<file path="src/rtl/alu_if.sv">
// Operand/result bundle for the RV32I ALU. The master drives the operands and
// decode fields; the slave (the ALU) returns the result.
interface alu_if;
  logic [31:0] in1;
  logic [31:0] in2;
  logic        is_imm;
  logic [2:0]  funct3;
  logic [6:0]  funct7;
  logic [31:0] out;

  modport master (
    output in1,
    output in2,
    output is_imm,
    output funct3,
    output funct7,
    input  out
  );

  modport slave (
    input  in1,
    input  in2,
    input  is_imm,
    input  funct3,
    input  funct7,
    output out
  );
endinterface

</file>
<file path="src/rtl/alu.sv">
// RV32I integer ALU (OP and OP-IMM). Define ALU_OUT_REG_EN to register the
// result (1-cycle latency, async active-low reset to 0); otherwise purely combinational.
module alu (
  input  logic clk,
  input  logic rst,
  alu_if.slave bus
);

  function automatic logic [31:0] alu_calc(
    input logic [31:0] a,
    input logic [31:0] b,
    input logic        is_imm,
    input logic [2:0]  funct3,
    input logic        f7_bit5
  );
    logic [31:0] r;
    logic [4:0]  shamt;
    shamt = b[4:0];
    case (funct3)
      3'b000: begin
        // OP-IMM has no SUB form, so funct7 only matters for register-register
        if (!is_imm && f7_bit5) begin
          r = a - b;
        end else begin
          r = a + b;
        end
      end
      3'b001: r = a << shamt;
      3'b010: r = {31'd0, ($signed(a) < $signed(b))};
      3'b011: r = {31'd0, (a < b)};
      3'b100: r = a ^ b;
      3'b101: begin
        if (f7_bit5) begin
          r = $unsigned($signed(a) >>> shamt);
        end else begin
          r = a >> shamt;
        end
      end
      3'b110: r = a | b;
      3'b111: r = a & b;
      default: r = 32'd0;
    endcase
    return r;
  endfunction

  logic [31:0] result_s;
  logic        unused_funct7_s;

  assign unused_funct7_s = &{1'b0, bus.funct7[6], bus.funct7[4:0]};

  // Operation decode and evaluation
  always_comb begin
    result_s = alu_calc(bus.in1, bus.in2, bus.is_imm, bus.funct3, bus.funct7[5]);
  end

`ifdef ALU_OUT_REG_EN
  logic [31:0] out_r;

  // Result register; reset discards any pending result
  always_ff @(posedge clk or negedge rst) begin
    if (!rst) begin
      out_r <= 32'd0;
    end else begin
      out_r <= result_s;
    end
  end

  assign bus.out = out_r;
`else
  logic unused_clk_rst_s;

  assign unused_clk_rst_s = &{1'b0, clk, rst};
  assign bus.out = result_s;
`endif

endmodule

</file>
<file path="src/flat_wrapper.sv">
// flat-port wrapper written by rule: the top's interface ports become plain ports
module alu_flat 
  (clk, rst, bus_in1, bus_in2, bus_is_imm, bus_funct3, bus_funct7, bus_out);
  alu_if bus_i ();
  input  logic clk;
  input  logic rst;
  input wire logic [$bits(bus_i.in1)-1:0] bus_in1;
  input wire logic [$bits(bus_i.in2)-1:0] bus_in2;
  input wire logic [$bits(bus_i.is_imm)-1:0] bus_is_imm;
  input wire logic [$bits(bus_i.funct3)-1:0] bus_funct3;
  input wire logic [$bits(bus_i.funct7)-1:0] bus_funct7;
  output wire logic [$bits(bus_i.out)-1:0] bus_out;
  assign bus_i.in1 = bus_in1;
  assign bus_i.in2 = bus_in2;
  assign bus_i.is_imm = bus_is_imm;
  assign bus_i.funct3 = bus_funct3;
  assign bus_i.funct7 = bus_funct7;
  assign bus_out = bus_i.out;
  alu u_core (.clk(clk), .rst(rst), .bus(bus_i));
endmodule
</file>
<file path="config.mk">
export PLATFORM = sky130hd
export DESIGN_NAME = alu_flat
export DESIGN_NICKNAME = d
export VERILOG_FILES = /design/src/rtl/alu_if.sv /design/src/rtl/alu.sv /design/src/flat_wrapper.sv
export SDC_FILE = /design/constraint.sdc
export NUM_CORES = 1
export LEC_CHECK = 0
export ABC_CLOCK_PERIOD_IN_PS = 16900
export BUFFER_PORTS_ARGS = -buffer_cell sky130_fd_sc_hd__buf_2
export CORE_ASPECT_RATIO = 0.6
export CORE_MARGIN = 8
export CORE_UTILIZATION = 60
export DETAILED_ROUTE_END_ITERATION = 6
export PLACE_DENSITY_LB_ADDON = 0.3
export SLEW_MARGIN = 10
export SYNTH_ARGS = -nofsm -noshare
export SYNTH_HDL_FRONTEND = slang
export SYNTH_SLANG_ARGS = --single-unit
</file>
<file path="constraint.sdc">
create_clock -name vclk -period 16.9
set_input_delay 5.07 -clock vclk [all_inputs]
set_output_delay 5.07 -clock vclk [all_outputs]
set_load 0.02 [all_outputs]
</file>
== Word-level counts from Yosys, hierarchy flattened ==
Cells that the tools add are included.
W data, S select, Z words.
Operators by class
  add/sub/neg operators: 2
  reduce and logical (&&, ||, !) cells: 3
  multiplexer cells: 3
  $lt $le $gt $ge: 2
  equal/unequal tests: 7
  bitwise gates (word level): 3
  shift-type cells: 3
Operators with widths (number)
  $pmux W32 S8: 1
  $lt A32 B32 Y1: 2
  $mux W32: 2
  $add A32 B32 Y32: 1
  $and A32 B32 Y32: 1
  $or A32 B32 Y32: 1
  $shl A32 B5 Y32: 1
  $shr A32 B5 Y32: 1
  $sshr A32 B5 Y32: 1
  $sub A32 B32 Y32: 1
  $xor A32 B32 Y32: 1
  $eq A3 B3 Y1 const B: 4
  $eq A3 B2 Y1 const B: 2
  $eq A3 B1 Y1 const B: 1
  $logic_not A3 Y1: 1
  $logic_and A1 B1 Y1: 1
  $logic_not A1 Y1: 1
Storage, ports and cells
  bits in registers: 0
  bits of input ports: 77
  output and inout port bits: 32

== Logic depth before layout (Yosys ltp) ==
  depth in word-level cells: 4
  depth in mapped cells: 14

== Worst setup path before layout ==
Ideal clock, no wire load.
  path type: in2out
  start: in bus_in2[1]
  end: out bus_out[28]
  slack: 3.404 ns
  data required time: 11.830 ns
  arrival time: 8.426 ns
  stages on the path: 14
  cell sequence: buf_2 > clkinv_1 > buf_2 > clkbuf_1 > fa_1 > nor2b_1 > o211ai_1 > a21oi_1 > o31ai_1 > a21boi_0 > o2111ai_1 > a32oi_1 > xnor2_1 > o21ai_0
Between the ends
  cells in the longest elaborated chain, start to end: 3
  elaborated cells between the ends (all ways): 8
  classes of those cells: add/sub: 2; shift: 3; mux: 3
RTL lines
  start, declared: line flat_wrapper.sv:8  | input wire logic [$bits(bus_i.in2)-1:0] bus_in2;
  $add A32 B32 Y32 (tied with other cells): line alu.sv:25  | r = a + b;
  $mux W32, on equally long branches: line alu.sv:22, alu.sv:33
  $pmux W32 S8 (*): line alu.sv:19  | case (funct3)
  end, declared: line flat_wrapper.sv:12  | output wire logic [$bits(bus_i.out)-1:0] bus_out;
Every way passes the cells marked *; elsewhere a longest branch is shown, timed or not.

== Final worst setup path ==
  start: in bus_in2[4]
  end: out bus_out[24]
Same word-level chain as after synthesis.

==> flow_metrics.tcl <==
set metrics [dict create \
    status "finished with violations" \
    violations "design-rule violations" \
    critical_path.slowest_cell "a2111oi_2" \
    period_needed_ns 14.33 \
    crit_path_cell_trace "buf_2, buf_4, inv_1, ha_1, nor2_1, o211ai_1, a21oi_1, o31ai_1, a2111oi_2, a211oi_2, xnor2_1, o2111ai_1, buf_2" \
    max_freq_ghz 0.0698 \
    maxCapViolCount 0 \
    ant_nets 0 \
    antenna_found_initial 1 \
    synthMuxAreaShare_pct 12.8 \
    rsz0062_at_grt "false" \
    cts_resized 0 \
    hold_buffers 0 \
    area_growth_pct 4.78 \
    drt_wl_total_um 38300 \
    coreArea_sq_mm 0.0144 \
    vias 11300 \
    nNetsFinal 1542 \
    cts_setup_buffers 0 \
    min_path_type "in -> out" \
    port_buffers 101 \
    arrival_ns 9.26 \
    grt_use_met2_pct 53.4 \
    wl_per_cell_um 24.5 \
    die_height_um 110 \
    tightest_slew_ns 1.09 \
    yosysWarnings 0 \
    globalRouteMet1Util_pct 56.5 \
    synthCells 1362 \
    rows 34 \
    synth-xor-area-share_pct 2.79 \
    nFlopsAndLatches 0 \
    synth_top_family_by_area "compound AO/OA/AOI/OAI gates" \
    dieArea_sq_mm 0.0189 \
    fin_crit_sh_pct 84.8 \
    synth_top_cell_area_share_pct 13.8 \
    synth_most_common_cell "o21ai_0" \
    worstSetupStartpointType "input port" \
    fin_tns_setup_ns 0 \
    critPathKind "in -> out" \
    crit_fanout 54 \
    grt_use_met3_pct 12.0 \
    grt_max_degree 81 \
    yosysUniqueCellTypes 81 \
    initialDrtViolationCount 2177 \
    synthTopCellsByCount "o21ai_0 (157), nand2_1 (156), nor2_1 (134)" \
    drt_first_pass_iters 7 \
    yosysTopAreaCell "ha_1" \
    hold_violations 0 \
    drc 6 \
    fin_area_sq_mm 0.00921 \
    final.fill_count 1399 \
    gp_congestion 1.03 \
    min_from "bus_funct3[2]" \
    io-pin-count 109 \
    ys_seq_area_share_pct 0 \
    crit_path_start "bus_in2[4]" \
    grt_pass1_vias 9791 \
    critPathRequiredTime_ns 11.83 \
    dp_hpwl_um 29600 \
    hold_ws_ns 10.97 \
    initial_core_util_pct 60.9 \
    clock_buffers 0 \
    finalSetupViolCount 0 \
    die_w_um 172 \
    slew_headroom_pct 26.8 \
    seq_area_sq_um 0 \
    maxSlewViolCount 0 \
    track_usage_pct 38.8 \
    synth-adder-area-share_pct 14.3 \
    synth_area_leaders "ha_1 (14%), o21ai_0 (8.9%), mux4_2 (6.7%)" \
    grt_pass1_wl_um 57800 \
    layout-drive-gt1-share_pct 12.9 \
    avgSynthCellArea_sq_um 6.45 \
    slowest_delay_ns 0.69 \
    grt_overflow_total 0 \
    syn_nets 1538 \
    synth.cell_area_sq_mm 0.00879 \
    grt-busiest-layer "met1" \
    viasPerCell 7.24 \
    cpMostUsedCell "buf_2" \
    dpl_cell_area_sq_mm 0.00920 \
    critPathCaptureType "output pin" \
    fin_util_pct 63.8 \
    yosys.area_share.simple_pct 21.8 \
    synth_compound_area_share_pct 38.8 \
]
[through the flow]
step | worst slack, ns | cells
floorplan | 3.40 | 1362
global placement | 2.83 | 1562
detailed placement | 2.84 | 1562
CTS | 2.82 | 1562
global route | 2.49 | 1562
finish | 2.57 | 1563
[layer usage]
layer / vias to the layer above / share of wire [%]
met5: - / 0.22
met4: 4 / 4.2
met3: 133 / 18
met2: 1055 / 37
met1: 5081 / 41
li1: 5044 / -
[cell usage in the layout (no fill, tap or decap), types with 7 or more instances in the layout]
cell	n
a211o_1	7
a211oi_1	34
a21o_1	19
a21oi_1	116
a221oi_1	8
a22oi_1	9
a31oi_1	10
and2_1	8
and3_1	7
buf_2	100
buf_4	17
ha_1	97
inv_1	91
mux2_2	9
mux2i_1	44
mux4_2	26
nand2_1	156
nand2b_1	12
nand3_1	25
nand4_1	13
nor2_1	133
nor2b_1	10
nor3_1	26
o2111ai_1	10
o211ai_1	30
o21ai_0	157
o21bai_1	9
o221ai_1	12
o31ai_1	15
xnor2_1	22
[critical path: cells and delay by family]
kind,cells,cell delay (ns)
AO/OA/AOI/OAI,6,2.00
buffers and inverters,4,1.14
AND/OR/NAND/NOR,1,0.17
adder cells (fa/ha/maj),1,0.53
XOR/XNOR,1,0.35
[layout make-up]
type                            instances  area [sq um]  share of cell area [%]
Multi-Input combinational cell       1150          7960                    86.5
Timing Repair Buffer                  117           628                    6.82
Inverter                               97           364                    3.95
Tap cell                              198           248                    2.69
Antenna cell                            1          2.50                  0.0272
[worst paths after layout]
check	endpoint	slack (ns)	cells after the start
worst max-delay path	bus_out[24]	2.57	13
worst min-delay path	bus_out[3]	10.97	4
[logic make-up after synthesis]
family | Yosys count
compound gates | 519
simple gates | 425
buf+inv | 212
fa+ha+maj | 99
mux | 79
xor+xnor | 28
